[config.mk]
export PLATFORM = sky130hd
export DESIGN_NAME = pipe5_memory_stage
export DESIGN_NICKNAME = d
export VERILOG_FILES = /design/src/rtl/pipe5_memory_stage.sv
export SDC_FILE = /design/constraint.sdc
export NUM_CORES = 1
export LEC_CHECK = 0
export ABC_CLOCK_PERIOD_IN_PS = 5600
export BUFFER_PORTS_ARGS = -buffer_cell sky130_fd_sc_hd__buf_2
export CORE_ASPECT_RATIO = 0.5
export CORE_MARGIN = 5
export CORE_UTILIZATION = 55
export DETAILED_ROUTE_END_ITERATION = 7
export PLACE_DENSITY = 0.83
export SYNTH_ARGS = -nofsm -noshare
export SYNTH_HDL_FRONTEND = slang
export SYNTH_SLANG_ARGS = --single-unit
export TNS_END_PERCENT = 100
[constraint.sdc]
create_clock -name CLK -period 5.6 [get_ports CLK]
set_input_delay 1.12 -clock CLK [delete_from_list [all_inputs] [get_ports CLK]]
set_output_delay 1.12 -clock CLK [all_outputs]
set_load 0.005 [all_outputs]
[src/rtl/pipe5_memory_stage.sv]
// Memory stage of the five-stage RV32I pipeline: data-bus load/store sequencing, load extension, MEM/WB register.
// Optional misaligned-access trap is enabled by defining PIPE5_MEM_MISALIGN_EXC_EN.
module pipe5_memory_stage #(
    parameter int ADDR_W = 32
) (
    input  logic              CLK,
    input  logic              nRST,
    // execute/memory latch
    input  logic              ex_valid,
    input  logic              ex_dren,
    input  logic              ex_dwen,
    input  logic [31:0]       ex_alu_port_out,
    input  logic [31:0]       ex_store_data,
    input  logic [2:0]        ex_funct3,
    input  logic              ex_wen,
    input  logic [4:0]        ex_reg_rd,
    input  logic [1:0]        ex_w_src,
    input  logic [31:0]       ex_pc,
    input  logic [31:0]       ex_pc4,
    input  logic [31:0]       ex_csr_rdata,
    input  logic              ex_csr_instr,
    input  logic              ex_halt_instr,
    input  logic [31:0]       ex_instr,
    input  logic              flush,
    output logic              mem_stall,
    // data bus
    output logic              dbus_dren,
    output logic              dbus_dwen,
    output logic [ADDR_W-1:0] dbus_addr,
    output logic [31:0]       dbus_wdata,
    output logic [3:0]        dbus_byte_en,
    input  logic              dbus_busy,
    input  logic [31:0]       dbus_rdata,
    // memory/writeback register
    output logic              wb_valid,
    output logic [31:0]       wb_reg_file_wdata,
    output logic [1:0]        wb_w_src,
    output logic              wb_wen,
    output logic [4:0]        wb_reg_rd,
    output logic [31:0]       wb_alu_port_out,
    output logic [31:0]       wb_dload_ext,
    output logic [31:0]       wb_pc,
    output logic [31:0]       wb_pc4,
    output logic              wb_csr_instr,
    output logic [31:0]       wb_csr_rdata,
    output logic              wb_halt_instr,
    output logic [31:0]       wb_instr,
    output logic              wb_exception,
    output logic [3:0]        wb_exc_cause
);

    typedef enum logic {S_IDLE, S_ACCESS} state_t;

    state_t              r_state;
    logic                r_is_load;
    logic                r_is_store;
    logic                r_flushed;
    logic [ADDR_W-1:0]   r_addr;
    logic [31:0]         r_wdata;
    logic [3:0]          r_byte_en;
    logic [2:0]          r_funct3;
    logic [31:0]         r_alu;
    logic                r_wen;
    logic [4:0]          r_reg_rd;
    logic [1:0]          r_w_src;
    logic [31:0]         r_pc;
    logic [31:0]         r_pc4;
    logic [31:0]         r_csr_rdata;
    logic                r_csr_instr;
    logic                r_halt_instr;
    logic [31:0]         r_instr;

    logic                w_is_mem;
    logic                w_half_acc;
    logic                w_word_acc;
    logic                w_trap;
    logic                w_accept;
    logic                w_in_access;
    logic                w_flush_seen;
    logic [31:0]         w_fixed_addr;
    logic [3:0]          w_byte_en;
    logic [31:0]         w_wdata;
    logic [7:0]          w_byte;
    logic [15:0]         w_half;
    logic [31:0]         w_load_ext;

    assign w_is_mem   = ex_dren | ex_dwen;
    assign w_half_acc = (ex_funct3[1:0] == 2'b01);
    assign w_word_acc = (ex_funct3[1:0] == 2'b10);

`ifdef PIPE5_MEM_MISALIGN_EXC_EN
    logic       r_exception;
    logic [3:0] r_exc_cause;

    assign w_trap = ex_valid & w_is_mem & ~flush &
                    ((w_half_acc & ex_alu_port_out[0]) | (w_word_acc & (|ex_alu_port_out[1:0])));
    assign w_fixed_addr = ex_alu_port_out;
    assign wb_exception = r_exception;
    assign wb_exc_cause = r_exc_cause;
`else
    // Without the trap, misaligned low bits are dropped so the access lands on its natural boundary.
    assign w_trap       = 1'b0;
    assign w_fixed_addr = {ex_alu_port_out[31:2],
                           ex_alu_port_out[1] & ~w_word_acc,
                           ex_alu_port_out[0] & ~w_half_acc & ~w_word_acc};
    assign wb_exception = 1'b0;
    assign wb_exc_cause = 4'd0;
`endif

    assign w_in_access  = (r_state == S_ACCESS);
    assign w_accept     = (r_state == S_IDLE) & ex_valid & w_is_mem & ~w_trap & ~flush;
    assign w_flush_seen = r_flushed | flush;
    assign mem_stall    = w_accept | (w_in_access & dbus_busy);

    // Bus outputs come straight from the captured registers, so an asynchronous reset drops them at once.
    assign dbus_dren    = w_in_access & r_is_load;
    assign dbus_dwen    = w_in_access & r_is_store;
    assign dbus_addr    = w_in_access ? {r_addr[ADDR_W-1:2], 2'b00} : '0;
    assign dbus_wdata   = w_in_access ? r_wdata : '0;
    assign dbus_byte_en = w_in_access ? r_byte_en : 4'b0000;

    // NOTE: every signal written in an always_comb gets a default first, so no path can infer a latch.
    always_comb begin
        w_byte_en = 4'b1111;
        w_wdata   = ex_store_data;
        case (ex_funct3[1:0])
            2'b00: begin
                w_byte_en = 4'b0001 << w_fixed_addr[1:0];
                w_wdata   = {4{ex_store_data[7:0]}};
            end
            2'b01: begin
                w_byte_en = 4'b0011 << {w_fixed_addr[1], 1'b0};
                w_wdata   = {2{ex_store_data[15:0]}};
            end
            default: ;
        endcase
    end

    always_comb begin
        w_byte = 8'h00;
        case (r_addr[1:0])
            2'b00: w_byte = dbus_rdata[7:0];
            2'b01: w_byte = dbus_rdata[15:8];
            2'b10: w_byte = dbus_rdata[23:16];
            2'b11: w_byte = dbus_rdata[31:24];
            default: ;
        endcase
        w_half     = r_addr[1] ? dbus_rdata[31:16] : dbus_rdata[15:0];
        w_load_ext = 32'h0000_0000;
        case (r_funct3)
            3'b000: w_load_ext = {{24{w_byte[7]}}, w_byte};
            3'b001: w_load_ext = {{16{w_half[15]}}, w_half};
            3'b010: w_load_ext = dbus_rdata;
            3'b100: w_load_ext = {24'h00_0000, w_byte};
            3'b101: w_load_ext = {16'h0000, w_half};
            default: ;
        endcase
    end

    // NOTE: sequential state uses non-blocking assignments only, so every register samples pre-edge values.
    always_ff @(posedge CLK or negedge nRST) begin
        if (!nRST) begin
            r_state           <= S_IDLE;
            r_is_load         <= 1'b0;
            r_is_store        <= 1'b0;
            r_flushed         <= 1'b0;
            r_addr            <= '0;
            r_wdata           <= '0;
            r_byte_en         <= 4'b0000;
            r_funct3          <= 3'b000;
            r_alu             <= '0;
            r_wen             <= 1'b0;
            r_reg_rd          <= '0;
            r_w_src           <= '0;
            r_pc              <= '0;
            r_pc4             <= '0;
            r_csr_rdata       <= '0;
            r_csr_instr       <= 1'b0;
            r_halt_instr      <= 1'b0;
            r_instr           <= '0;
            wb_valid          <= 1'b0;
            wb_reg_file_wdata <= '0;
            wb_w_src          <= '0;
            wb_wen            <= 1'b0;
            wb_reg_rd         <= '0;
            wb_alu_port_out   <= '0;
            wb_dload_ext      <= '0;
            wb_pc             <= '0;
            wb_pc4            <= '0;
            wb_csr_instr      <= 1'b0;
            wb_csr_rdata      <= '0;
            wb_halt_instr     <= 1'b0;
            wb_instr          <= '0;
`ifdef PIPE5_MEM_MISALIGN_EXC_EN
            r_exception       <= 1'b0;
            r_exc_cause       <= 4'd0;
`endif
        end else begin
            case (r_state)
                S_IDLE: begin
                    if (w_accept) begin
                        r_state      <= S_ACCESS;
                        r_is_load    <= ex_dren;
                        r_is_store   <= ex_dwen;
                        r_flushed    <= 1'b0;
                        r_addr       <= w_fixed_addr[ADDR_W-1:0];
                        r_wdata      <= w_wdata;
                        r_byte_en    <= w_byte_en;
                        r_funct3     <= ex_funct3;
                        r_alu        <= ex_alu_port_out;
                        r_wen        <= ex_wen;
                        r_reg_rd     <= ex_reg_rd;
                        r_w_src      <= ex_w_src;
                        r_pc         <= ex_pc;
                        r_pc4        <= ex_pc4;
                        r_csr_rdata  <= ex_csr_rdata;
                        r_csr_instr  <= ex_csr_instr;
                        r_halt_instr <= ex_halt_instr;
                        r_instr      <= ex_instr;
                        wb_valid     <= 1'b0;
                        wb_wen       <= 1'b0;
`ifdef PIPE5_MEM_MISALIGN_EXC_EN
                        r_exception  <= 1'b0;
                        r_exc_cause  <= 4'd0;
`endif
                    end else if (ex_valid && !flush) begin
                        // Non-memory op, or a trapped misaligned access, retires on the next edge.
                        wb_valid          <= 1'b1;
                        wb_wen            <= ex_wen & ~w_trap;
                        wb_reg_file_wdata <= ex_alu_port_out;
                        wb_dload_ext      <= '0;
                        wb_w_src          <= ex_w_src;
                        wb_reg_rd         <= ex_reg_rd;
                        wb_alu_port_out   <= ex_alu_port_out;
                        wb_pc             <= ex_pc;
                        wb_pc4            <= ex_pc4;
                        wb_csr_instr      <= ex_csr_instr;
                        wb_csr_rdata      <= ex_csr_rdata;
                        wb_halt_instr     <= ex_halt_instr;
                        wb_instr          <= ex_instr;
`ifdef PIPE5_MEM_MISALIGN_EXC_EN
                        r_exception       <= w_trap;
                        r_exc_cause       <= w_trap ? (ex_dwen ? 4'd6 : 4'd4) : 4'd0;
`endif
                    end else begin
                        wb_valid <= 1'b0;
                        wb_wen   <= 1'b0;
`ifdef PIPE5_MEM_MISALIGN_EXC_EN
                        r_exception <= 1'b0;
                        r_exc_cause <= 4'd0;
`endif
                    end
                end
                S_ACCESS: begin
                    if (flush) begin
                        r_flushed <= 1'b1;
                    end
                    if (!dbus_busy) begin
                        // The transaction always completes; a flush only suppresses its retirement.
                        r_state           <= S_IDLE;
                        wb_valid          <= ~w_flush_seen;
                        wb_wen            <= r_is_load & r_wen & ~w_flush_seen;
                        wb_reg_file_wdata <= r_is_load ? w_load_ext : r_alu;
                        wb_dload_ext      <= r_is_load ? w_load_ext : 32'h0000_0000;
                        wb_w_src          <= r_w_src;
                        wb_reg_rd         <= r_reg_rd;
                        wb_alu_port_out   <= r_alu;
                        wb_pc             <= r_pc;
                        wb_pc4            <= r_pc4;
                        wb_csr_instr      <= r_csr_instr;
                        wb_csr_rdata      <= r_csr_rdata;
                        wb_halt_instr     <= r_halt_instr;
                        wb_instr          <= r_instr;
                    end else begin
                        wb_valid <= 1'b0;
                        wb_wen   <= 1'b0;
                    end
                end
                default: r_state <= S_IDLE;
            endcase
        end
    end

endmodule

### Word-level counts from Yosys, hierarchy flattened

Index checks and enable logic that the tools add are counted.

* register bits: 480
* input bits: 244
* output and inout bits: 311
* word-level logic and storage cells: 140

* equal/unequal tests: 14
* shift operators: 2
* mux-type cells: 66
* bitwise logic cells: 19
* reductions and logical operators: 8

Operator list (number)
* two-way mux 32 bit: 23
* case mux 32 bit (2 select lines): 8
* case mux 32 bit (5 select lines): 1
* case mux 8 bit (4 select lines): 1
* two-way mux 1 bit: 16
* two-way mux 16 bit: 1
* two-way mux 5 bit: 3
* case mux 1 bit (2 select lines): 6
* AND 1 bit: 11
* case mux 5 bit (2 select lines): 1
* inequality test 2 bit, second input constant: 4
* case mux 4 bit (2 select lines): 1
* equality test 2 bit, second input constant: 3
* equality test 3 bit, second input constant: 2
* two-way mux 2 bit: 3
* inverter 1 bit: 5
* equality test 2 x 1 -> 1 bit, second input constant: 2
* zero test 2 bit: 2
* two-way mux 4 bit: 1
* case mux 2 bit (2 select lines): 1
* AND reduction 2 bit: 2
* << shifter 1 x 2 -> 4 bit, first input constant: 1
* << shifter 2 x 2 -> 4 bit, first input constant: 1
* equality test 3 x 1 -> 1 bit, second input constant: 1
* other kinds (7): 9

### Longest topological paths before layout

Gate-level depths: netlist (run 1).

* word-level depth: 6
* gate-level depth with buffers: 8
* gate-level depth less buffers: 5

### Worst setup path after synthesis (run 1)

OpenSTA, ideal clock, no wires.

* kind: input-to-output
* start: input flush
* end: output mem_stall
* arrival time: 2.170 ns
* required time: 4.480 ns
* slack: 2.310 ns
* stages on the path: 6
* buffers on the path: 3
* path through: nor3b_2 -> o21ai_0 -> buf_2 -> clkbuf_1 -> buf_2 -> nand2_1

* longest elaborated chain between the ends: 3

RTL lines
* start, declared: line 24 `input logic flush,`
* inverter 1 bit: line 111 `assign w_accept = (r_state == S_IDLE) & ex_valid & w_is_mem & ~w_trap & ~flush;`
* AND 1 bit: line 111
* OR 1 bit: line 113 `assign mem_stall = w_accept | (w_in_access & dbus_busy);`
* end, declared: line 25 `output logic mem_stall,`

Every way passes these cells.

### Worst setup path in the final report (run 1)

* start: register r_state
* end: output dbus_dwen

* longest elaborated chain between the ends: 1

RTL lines
* start, declared: line 54 `state_t r_state;`
* start signal, assigned: line 163 `r_state <= S_IDLE;`
* start signal, assigned: line 202 `r_state <= S_ACCESS;`
* start signal, assigned: line 260 `r_state <= S_IDLE;`
* AND 1 bit: line 117 `assign dbus_dwen = w_in_access & r_is_store;`
* end, declared: line 28 `output logic dbus_dwen,`

Every way passes these cells.

==> results of run 1 <==
[layer usage]
| layer | vias up | wire length [um] | track usage |
|---|---|---|---|
| li1 | 7917 | - | - |
| met1 | 8180 | 23230 | 0.3618 |
| met2 | 593 | 30310 | 0.4856 |
| met3 | 162 | 3490 | 0.04986 |
| met4 | 2 | 2622 | 0.1200 |
| met5 | - | 13 | 0 |
[metrics by stage]
step	hold slack [ns]	worst slack (ns)	instances
2_1_floorplan	0.4374	2.310	2145
3_3_place_gp	0.4521	2.166	3038
3_5_place_dp	0.4560	2.117	3038
4_1_cts	0.4715	1.583	3108
5_1_grt	0.4851	1.437	3113
6_report	0.4682	1.637	3117
[worst min-delay path, stage by stage (launching register included)]
cell                      delay, ns
sky130_fd_sc_hd__dfrtp_1       0.34
sky130_fd_sc_hd__nand2_1       0.05
sky130_fd_sc_hd__nand2_1       0.05
[cell type report]
class                   instances  area (um^2)
diodes                          9        22.52
clock buffers                  63         1240
clock inverters                 7        102.6
fillers                      2876        11680
inverters                      17        63.81
multi-input cells            1523         7953
flip-flops and latches        450        11260
well taps                     484        605.6
repair buffers                564         2938
[kinds of logic after synthesis]
kind of cell / after synthesis / share of synthesized area
AO/OA/AOI/OAI: 349 / 0.1033
buffers and inverters: 172 / 0.04095
flip-flops: 450 / 0.5635
multiplexers: 179 / 0.09103
other: 1 / 0.0001876
AND/OR/NAND/NOR: 988 / 0.2010
[report_power, final]
part / switching [mW] / internal [mW] / total, mW
sequential: 0.552 / 4.08 / 4.63
combinational: 1.27 / 0.987 / 2.26
clock: 1.22 / 1.62 / 2.84
[worst paths after layout]
kind                            startpoint                     to  slack, ns  cells past startpoint
worst max-delay path               r_state              dbus_dwen       1.64                      3
worst min register to register  r_wdata[0]             r_wdata[0]       0.47                      2
max in group asynchronous             nRST                r_state       3.57                      2
min in group asynchronous             nRST        wb_csr_rdata[0]       0.66                      1
worst max register to register     r_state  wb_reg_file_wdata[20]       2.06                      4
worst min-delay path            r_wdata[0]             r_wdata[0]       0.47                      2
[layout by cell type (no fill, tap or decap), types with 16 or more instances in the layout]
cell type,synthesis,final
sky130_fd_sc_hd__a21o_1,17,17
sky130_fd_sc_hd__a21oi_1,44,44
sky130_fd_sc_hd__a22oi_1,17,16
sky130_fd_sc_hd__a31oi_1,18,18
sky130_fd_sc_hd__and2_1,56,56
sky130_fd_sc_hd__buf_2,90,546
sky130_fd_sc_hd__clkbuf_16,0,42
sky130_fd_sc_hd__dfrtp_1,450,449
sky130_fd_sc_hd__inv_1,17,17
sky130_fd_sc_hd__mux2i_1,166,166
sky130_fd_sc_hd__nand2_1,803,803
sky130_fd_sc_hd__nand2b_1,18,18
sky130_fd_sc_hd__nand3_1,17,17
sky130_fd_sc_hd__nor2_1,62,62
sky130_fd_sc_hd__nor2b_1,22,21
sky130_fd_sc_hd__o21ai_0,198,197
==> results by group, run 1 <==
Status
  • Result of the run: finished, final reports clean

Logic synthesis
  • Cells after synthesis: 2139
  • Count of yosys warnings during synthesis: 0
  • Post-synth top flop: sky130_fd_sc_hd__dfrtp_1
  • Async SR Flop Fraction: 1.000
  • Post-synth EDFFs: 0
  • Sequential cell area fraction in the yosys report: 0.5635
  • Avg Inst Size Synth: 9.343 um^2
  • Synth Cell Area: ~20000 um^2
  • Ranking of synthesized cells by instance count: 803 x sky130_fd_sc_hd__nand2_1, 450 x sky130_fd_sc_hd__dfrtp_1, 198 x sky130_fd_sc_hd__o21ai_0
  • Most area-hungry cell type in the Yosys netlist: sky130_fd_sc_hd__dfrtp_1
  • Count of cell types in the netlist: 46
  • Synth top area share: 0.5635
  • Top cells by area, synth: sky130_fd_sc_hd__dfrtp_1 56%, sky130_fd_sc_hd__nand2_1 15%, sky130_fd_sc_hd__mux2i_1 8.3%
  • Count leader, synth: sky130_fd_sc_hd__nand2_1
  • Number of synthesized register bits: 450

Routing
  • Total number of vias: roughly 17000
  • Antenna-violating nets left: 0
  • Number of DRC violations after detailed routing: 0
  • Via-per-instance ratio: 5.407
  • DR pass1 iterations: 8
  • Violation count after the first detailed-routing iteration: roughly 1500
  • Routed len/inst: approximately 19 um
  • Post-Route WL: between 50000 and 60000 um

STA
  • Post-Route Setup TNS: 0 ns
  • Share of the clock period used by the worst path after layout: 0.7076
  • Max Fclk: 252.3 MHz
  • Max-Slew Margin vs Limit: 0.1644
  • Final max-slew violation count: 0
  • Number of endpoints with negative hold slack in the final report: 0
  • Least-Margin Pin Slew: roughly 1.3 ns
  • Setup repair after global routing missed its margin: no
  • Clock period minus final worst setup slack: between 3 and 4 ns
  • Worst clock skew: around 0.021 ns
  • Total of endpoints with negative setup slack in the final report: 0

Power and ir drop
  • Largest voltage drop on the vdd net: approximately 0.00025 V
  • Power density normalized to cell area: ~400 nW/um^2
  • Static leakage power: 12.98 nW
  • PnR Total Power: 9.725 mW

CTS
  • Insertion delay to the later sink of the worst-skew pair: approximately 0.54 ns
  • Number of gates resized after CTS: 0
  • CTS tree: built
  • Hold buffer count at CTS: 0
  • Sink count of the clock tree: 450
  • Post-CTS setup buffers: 0
  • # H-tree levels: 2
  • Buffer depth of the longest clock path: 3
  • Total CTS buffers: between 40 and 50
  • Clock root buffer: sky130_fd_sc_hd__clkbuf_16
  • Clock transition at the registers of the reported paths: around 0.060 ns

Final layout
  • Layout overhead on the synthesized area: 21.04%
  • Number of nets in the finished design: 2841
  • Ratio of cells with drive above 1 in the final layout: 0.2489
  • Final design utilization: 0.6744
  • Final standard cell area without fillers: 24190 um^2

Placement
  • RD Place Congestion: 0.9331
  • Estimated wirelength of the detail-placed design: 41200 um
  • Cell area after placement: between 20000 and 25000 um^2
  • Number of I/O port buffers: ~550

Floorplan
  • Cell row count: ~50
  • Die Span X: about 280 um
  • Chip Height: ~140 um
  • Die Outline Area: between 40000 and 50000 um^2
  • Area inside the core boundary: roughly 36000 um^2
  • Starting density of the core: 0.5572
  • Number of top-level pins: around 560

Critical path
  • Category of the worst setup path launch point: register
  • Total buffers and inverters traversed by the critical path: 2
  • Critical Path Sink Type: primary output
  • Slowest stage cell on the critical path: sky130_fd_sc_hd__dfrtp_4
  • Ordered list of cells on the worst path: buf_12, and2_1, buf_2
  • Data required, critical path: approximately 4.5 ns
  • Class of the most critical setup path: register to primary output
  • WP data arrival: between 2 and 3 ns
  • Critical Path Fanout Max: between 100 and 150
  • Delay of the slowest cell on the worst path: between 1 and 1.5 ns
  • Category of cells accounting for the largest share of critical-path delay: flip-flops

Global routing
  • Vias in the first global route: 16540
  • Overall global routing resource usage: 0.2828
  • First-pass GRT wire length: 91430 um
  • Pin count of the biggest net entering global routing: approximately 280
  • Initial antenna violation count: 6
  • Global-route congestion overflow total: 0

Flow run
  • Number of max-cap violations: 0

Worst hold path
  • Class of the tightest hold or removal check: register to register
No activity file was read; power rests on OpenSTA's default activity.
==> run 2, diff against run 1 <==
ABC_AREA = 1   (was unset)
ABC_CLOCK_PERIOD_IN_PS = 3450   (was 5600)
CORE_UTILIZATION = 48   (was 55)
PLACE_DENSITY = 0.77   (was 0.83)
clock period = 3.45 ns   (was 5.6 ns; I/O delays follow)
==> run 2 against run 1 <==
Critical path depth up 3. Clock power up 71%. Global-route usage down 1.9 points. Cell count up 14%. Via count up 8.8%. Clock skew down 0.0046 ns. Non-clock buffer count up 8. Flip-flop and latch count unchanged. Register-to-register slack worse by 1.3 ns. Critical path type unchanged. Highest routed layer is now met4.
==> results by group, run 2 <==
Status
  • Result of the run: finished, final reports clean

Floorplan
  • Starting density of the core: 0.4906
  • Area inside the core boundary: 40860 um^2
  • Die Span X: between 200 and 300 um
  • Number of top-level pins: approximately 560
  • Die Outline Area: between 40000 and 50000 um^2
  • Cell row count: between 50 and 60
  • Chip Height: ~150 um

Logic synthesis
  • Count of cell types in the netlist: 36
  • Number of synthesized register bits: 450
  • Post-synth EDFFs: 0
  • Count leader, synth: sky130_fd_sc_hd__nand2_1
  • Top cells by area, synth: sky130_fd_sc_hd__dfrtp_1 56%, sky130_fd_sc_hd__nand2_1 22%, sky130_fd_sc_hd__a31oi_1 4.3%
  • Fraction of the mapped netlist area in simple logic gates: 0.2771
  • Async SR Flop Fraction: 1.000
  • Synthesized-area fraction occupied by adder cells: 0
  • Synth Cell Area: approximately 20000 um^2
  • Portion of netlist area occupied by mux cells: 0
  • Most area-hungry cell type in the Yosys netlist: sky130_fd_sc_hd__dfrtp_1
  • Share of the synthesized netlist area taken by xor and xnor gates: 0
  • Synthesized-area fraction occupied by ao, oa, aoi and oai cells: 0.08900
  • Avg Inst Size Synth: 8.003 um^2
  • Ranking of synthesized cells by instance count: 1190 x sky130_fd_sc_hd__nand2_1, 450 x sky130_fd_sc_hd__dfrtp_1, 179 x sky130_fd_sc_hd__nor2_1
  • Cells after synthesis: 2505
  • Synth top area share: 0.5617
  • Main combinational cell family by area after synthesis: simple AND/OR/NAND/NOR gates
  • Count of yosys warnings during synthesis: 0
  • Sequential cell area fraction in the yosys report: 0.5617
  • Post-synth top flop: sky130_fd_sc_hd__dfrtp_1

Critical path
  • Critical Path Sink Type: primary output
  • Critical Path Fanout Max: between 50 and 60
  • Data required, critical path: about 2.8 ns
  • WP data arrival: 2.27 ns
  • Class of the most critical setup path: register to primary output
  • Category of the worst setup path launch point: register

Placement
  • Worst setup slack after placement: 0.8389 ns
  • Post-Place Cells: about 3500
  • Estimated wirelength of the detail-placed design: about 44000 um
  • Number of I/O port buffers: around 550
  • RD Place Congestion: slightly above 0.9

Routing
  • Metal1 wirelength: 25410 um
  • WL met3: between 3000 and 4000 um
  • Number of DRC violations after detailed routing: 0
  • Uppermost signal routing layer after detailed routing: met4
  • Violation count after the first detailed-routing iteration: about 1700
  • Routed len/inst: around 18 um
  • Via-per-instance ratio: a little over 5
  • Total number of vias: roughly 18000
  • DR pass1 iterations: 8
  • Routed met2 length: 31390 um
  • Post-Route WL: 63490 um
  • Antenna-violating nets left: 0

CTS
  • Clock transition at the registers of the reported paths: ~0.07 ns
  • Hold buffer count at CTS: 0
  • Clock root buffer: sky130_fd_sc_hd__clkbuf_16
  • Number of gates resized after CTS: 0
  • Total CTS buffers: 42
  • Insertion delay to the later sink of the worst-skew pair: 0.54 ns
  • Sink count of the clock tree: 450
  • CTS tree: built
  • Buffer depth of the longest clock path: 3
  • # H-tree levels: 2
  • Post-CTS setup buffers: 0

Power and ir drop
  • Sequential group share of total power: 0.462
  • Static leakage power: about 14 nW
  • Share of total power in the clock network: 0.303
  • Total net switching power: a little over 5 mW
  • PnR Total Power: ~16 mW
  • Internal power consumption: 10.87 mW
  • Sw frac: 0.3217
  • Portion of total power attributed to combinational logic: 0.234
  • Power density normalized to cell area: around 660 nW/um^2
  • Largest voltage drop on the vdd net: slightly above 0.0004 V

STA
  • Total of endpoints with negative setup slack in the final report: 0
  • Final WS setup: 0.4905 ns
  • Post-Route Setup TNS: 0 ns
  • Final Hold Slack: ~0.1 ns
  • Clock period minus final worst setup slack: approximately 3 ns
  • Number of endpoints with negative hold slack in the final report: 0
  • Share of the clock period used by the worst path after layout: 0.8578
  • Worst clock skew: around 0.017 ns
  • Setup repair after global routing missed its margin: no
  • Least-Margin Pin Slew: ~1.2 ns
  • Final max-slew violation count: 0
  • Max-Slew Margin vs Limit: 0.2105
  • Max Fclk: 337.9 MHz

Global routing
  • Initial antenna violation count: 8
  • Vias in the first global route: between 15000 and 20000
  • First-pass GRT wire length: slightly below 100000 um
  • Pin count of the biggest net entering global routing: 164
  • Overall global routing resource usage: 0.2641
  • Global-route congestion overflow total: 0

Final layout
  • Final instance count without filler cells: 3551
  • Number of nets in the finished design: about 3200
  • Commonest non-fill, non-tap cell in the layout: sky130_fd_sc_hd__nand2_1
  • Ratio of cells with drive above 1 in the final layout: 0.2234
  • Most frequent cells in the layout: 1190 x sky130_fd_sc_hd__nand2_1, 546 x sky130_fd_sc_hd__buf_2, 449 x sky130_fd_sc_hd__dfrtp_1, 179 x sky130_fd_sc_hd__nor2_1, 140 x sky130_fd_sc_hd__inv_1
  • Layout overhead on the synthesized area: 21.93%
  • Filler cells: 3629

Worst hold path
  • Class of the tightest hold or removal check: input port to asynchronous set/reset pin

Flow run
  • Number of max-cap violations: 0
==> run 2: cells by family (layout without fill, tap and decap cells) <==
group / count (synthesis) / after routing
and+or+nand+nor: 1442 / 1442
DFF: 450 / 450
AOI/OAI and AO/OA: 309 / 309
buffers and inverters: 303 / 795
other: 1 / 15
==> run 2: layout make-up <==
cell class              count  area [um^2]  area share
diodes                      8        20.02   0.0008190
well taps                 540        675.6     0.02764
repair buffers            572         3098      0.1267
inverters                 147        559.3     0.02288
multi-input cells        1758         7396      0.3026
clock inverters            18        186.4    0.007627
flip-flops and latches    450        11260      0.4609
clock buffers              58         1242     0.05083
==> run 2: critical path, stage by stage (launching register included) <==
cell                      delay [ns]
sky130_fd_sc_hd__dfrtp_4        0.52
sky130_fd_sc_hd__inv_6          0.36
sky130_fd_sc_hd__nand3_2        0.16
sky130_fd_sc_hd__inv_2          0.17
sky130_fd_sc_hd__nand2_8        0.22
sky130_fd_sc_hd__o21ai_0        0.15
sky130_fd_sc_hd__buf_2          0.14
==> run 2: worst paths after layout <==
kind | startpoint | to | depth (start not counted) | slack [ns]
setup / recovery | r_state | mem_stall | 6 | 0.49
hold / removal | nRST | wb_dload_ext[14] | 1 | 0.1
setup reg to reg | r_state | wb_csr_rdata[14] | 8 | 0.80
hold reg to reg | r_reg_rd[4] | r_reg_rd[4] | 2 | 0.47
max in group asynchronous | nRST | wb_pc4[10] | 3 | 2.39
min in group CLK | ex_csr_rdata[0] | r_csr_rdata[0] | 3 | 0.37
==> run 2: layer usage <==
metal	vias to the layer above	global-route usage
met5	-	0
met4	0	0.1270
met3	179	0.04090
met2	603	0.4428
met1	8794	0.3403
li1	8769	-
==> run 2: stage by stage <==
step | area, um^2 | utilization
2_1_floorplan | 20070 | -
3_3_place_gp | 22990 | 0.5627
3_5_place_dp | 22990 | 0.5627
4_1_cts | 24420 | 0.5977
5_1_grt | 24440 | 0.5982
6_report | 24440 | 0.5982
==> run 2: power groups by stage <==
stage / registers (mW) / clock network, mW / logic (mW)
finish: 7.41 / 4.86 / 3.76
global route: 7.54 / 5.18 / 4.24
global placement: 7.47 / 0 / 3.68
CTS: 7.40 / 4.94 / 3.80
floorplan: 7.34 / 0 / 1.99
detailed placement: 7.49 / 0 / 3.78
==> run 3, diff against run 2 <==
PLACE_DENSITY = unset   (was 0.77)
PLACE_DENSITY_LB_ADDON = 0.1   (was unset)
==> run 3 against run 2 <==
Sequential share of layout area grew 0.11 points. Clock-buffer cell count grew 6. Critical path depth shrank 2. Register-to-register slack gained 0.16 ns. Clock skew grew 0.0063 ns. Die area is the same. Design area shrank 0.24%. Critical endpoint is now dbus_wdata[31].
==> results by group, run 3 (synthesized netlist as in run 2, its figures left out) <==
Status
  • Result of the run: finished, final reports clean

Worst hold path
  • Class of the tightest hold or removal check: input port to asynchronous set/reset pin

Critical path
  • Slowest stage cell on the critical path: sky130_fd_sc_hd__dfrtp_4
  • Worst setup path startpoint: r_state
  • WP data arrival: around 2.2 ns
  • Worst reg2reg path startpoint: r_addr[1]
  • Critical Path Sink Type: primary output
  • Category of cells accounting for the largest share of critical-path delay: buffers and inverters
  • Critical Path Fanout Max: 155
  • Levels on crit path: 4
  • Total buffers and inverters traversed by the critical path: 3
  • Ordered list of cells on the worst path: buf_12, nand2_1, inv_1, buf_2
  • Delay of the slowest cell on the worst path: about 0.61 ns
  • Class of the most critical setup path: register to primary output
  • Category of the worst setup path launch point: register
  • Data required, critical path: approximately 2.8 ns
  • Count of cells along the worst register-to-register path: 8

Power and ir drop
  • Total net switching power: around 5 mW
  • Static leakage power: approximately 14 nW
  • Share of total power in the clock network: 0.290
  • Sequential group share of total power: 0.472
  • Portion of total power attributed to combinational logic: 0.238
  • Power density normalized to cell area: around 640 nW/um^2
  • Internal power consumption: 10.66 mW
  • Sw frac: 0.3195
  • Largest voltage drop on the vdd net: 0.0003590 V

CTS
  • Sink count of the clock tree: 450
  • Buffer depth of the longest clock path: 3
  • Number of gates resized after CTS: 0
  • Total CTS buffers: 42
  • Hold buffer count at CTS: 0
  • Insertion delay to the later sink of the worst-skew pair: 0.55 ns
  • Post-CTS setup buffers: 0
  • Clock root buffer: sky130_fd_sc_hd__clkbuf_16
  • CTS tree: built
  • Clock transition at the registers of the reported paths: around 0.07 ns
  • # H-tree levels: 2

STA
  • Setup repair after global routing missed its margin: no
  • Max Fclk: about 350 MHz
  • Share of the clock period used by the worst path after layout: 0.8305
  • Clock period minus final worst setup slack: 2.865 ns
  • Number of endpoints with negative hold slack in the final report: 0
  • Total of endpoints with negative setup slack in the final report: 0
  • Final max-slew violation count: 0
  • Worst clock skew: around 0.023 ns
  • Least-Margin Pin Slew: between 1 and 1.5 ns
  • Post-Route Setup TNS: 0 ns
  • Final Hold Slack: between 0.15 and 0.2 ns
  • Max-Slew Margin vs Limit: 0.1357

Routing
  • Post-Route WL: 61660 um
  • Routed len/inst: 17.35 um
  • Violation count after the first detailed-routing iteration: around 1400
  • Number of DRC violations after detailed routing: 0
  • Antenna-violating nets left: 0
  • Via-per-instance ratio: 5.025
  • DR pass1 iterations: 6
  • Total number of vias: between 15000 and 20000

Global routing
  • Pin count of the biggest net entering global routing: about 190
  • Global-route congestion overflow total: 0
  • Overall global routing resource usage: 0.2568
  • First-pass GRT wire length: 96140 um
  • Vias in the first global route: 17130
  • Initial antenna violation count: 6

Placement
  • Cell area after placement: between 20000 and 25000 um^2
  • Number of I/O port buffers: 547
  • Estimated wirelength of the detail-placed design: ~42000 um
  • RD Place Congestion: roughly 0.9

Flow run
  • Number of max-cap violations: 0

Floorplan
  • Cell row count: 52
  • Chip Height: roughly 150 um
  • Number of top-level pins: 555
  • Die Span X: 299.0 um
  • Starting density of the core: 0.4906
  • Die Outline Area: 46200 um^2
  • Area inside the core boundary: 40860 um^2

Final layout
  • Most frequent cells in the layout: 1190 x sky130_fd_sc_hd__nand2_1, 546 x sky130_fd_sc_hd__buf_2, 449 x sky130_fd_sc_hd__dfrtp_1, 179 x sky130_fd_sc_hd__nor2_1, 140 x sky130_fd_sc_hd__inv_1
  • Number of nets in the finished design: approximately 3200
  • Commonest non-fill, non-tap cell in the layout: sky130_fd_sc_hd__nand2_1
  • Ratio of cells with drive above 1 in the final layout: 0.2217
  • Layout overhead on the synthesized area: 21.63%
  • Final standard cell area without fillers: about 24000 um^2
run 3: cell types whose count changed in the layout (fill, tap and decap cells not counted), sizes merged:
cell	previous run	this run
buf	572	580
bufinv	3	1
clkbuf	58	64
clkinv	11	7
clkinvlp	4	0
diode	8	6
inv	147	148
run 3: routing by layer:
metal | vias up | global-route usage | routed length (um)
li1 | 8771 | - | -
met1 | 8445 | 0.3316 | 25100
met2 | 528 | 0.4431 | 31060
met3 | 116 | 0.04202 | 3344
met4 | 0 | 0.09279 | 2159
met5 | - | 0 | 0
run 3: path summary, 6_finish.rpt:
check	to	slack [ns]
min in group CLK	r_instr[18]	0.34
setup / recovery	dbus_wdata[31]	0.58
max in group asynchronous	wb_pc[31]	2.33
hold reg to reg	r_pc[21]	0.47
hold / removal	wb_pc4[2]	0.16
setup reg to reg	wb_reg_file_wdata[19]	0.96
run 3: cell type report:
class | instances | area [um^2]
diodes | 6 | 15.01
clock buffers | 64 | 1224
clock inverters | 9 | 88.84
fillers | 3760 | 16480
inverters | 147 | 561.8
multi-input cells | 1758 | 7396
flip-flops and latches | 450 | 11260
well taps | 540 | 675.6
repair buffers | 580 | 3158
run 3: power groups by stage:
stage | registers, mW | clock network, mW | logic (mW)
3_3_place_gp | 7.46 | 0 | 3.70
2_1_floorplan | 7.34 | 0 | 1.99
3_5_place_dp | 7.48 | 0 | 3.77
5_1_grt | 7.54 | 4.89 | 4.20
6_report | 7.40 | 4.54 | 3.72
4_1_cts | 7.40 | 4.65 | 3.78
run 3: worst register-to-register path, cell delays in order (launching register included):
cell                      delay, ns
sky130_fd_sc_hd__dfrtp_1       0.47
sky130_fd_sc_hd__inv_2         0.29
sky130_fd_sc_hd__nand2_1       0.12
sky130_fd_sc_hd__nand2_1       0.08
sky130_fd_sc_hd__nand2_1       0.06
sky130_fd_sc_hd__nand4_1       0.30
sky130_fd_sc_hd__nand2_1       0.58
sky130_fd_sc_hd__o21ai_1       0.38
sky130_fd_sc_hd__nand2_1       0.09
run 3: metrics by stage:
stage	instances	setup WS, ns	util	total power [mW]
final	3554	0.5847	0.5968	15.66
after global routing	3554	0.3550	0.5968	16.63
after CTS	3548	0.4206	0.5964	15.82
after detailed placement	3475	0.8953	0.5643	11.25
after global placement	3475	0.9288	0.5643	11.15
after floorplan	2511	1.252	-	9.330
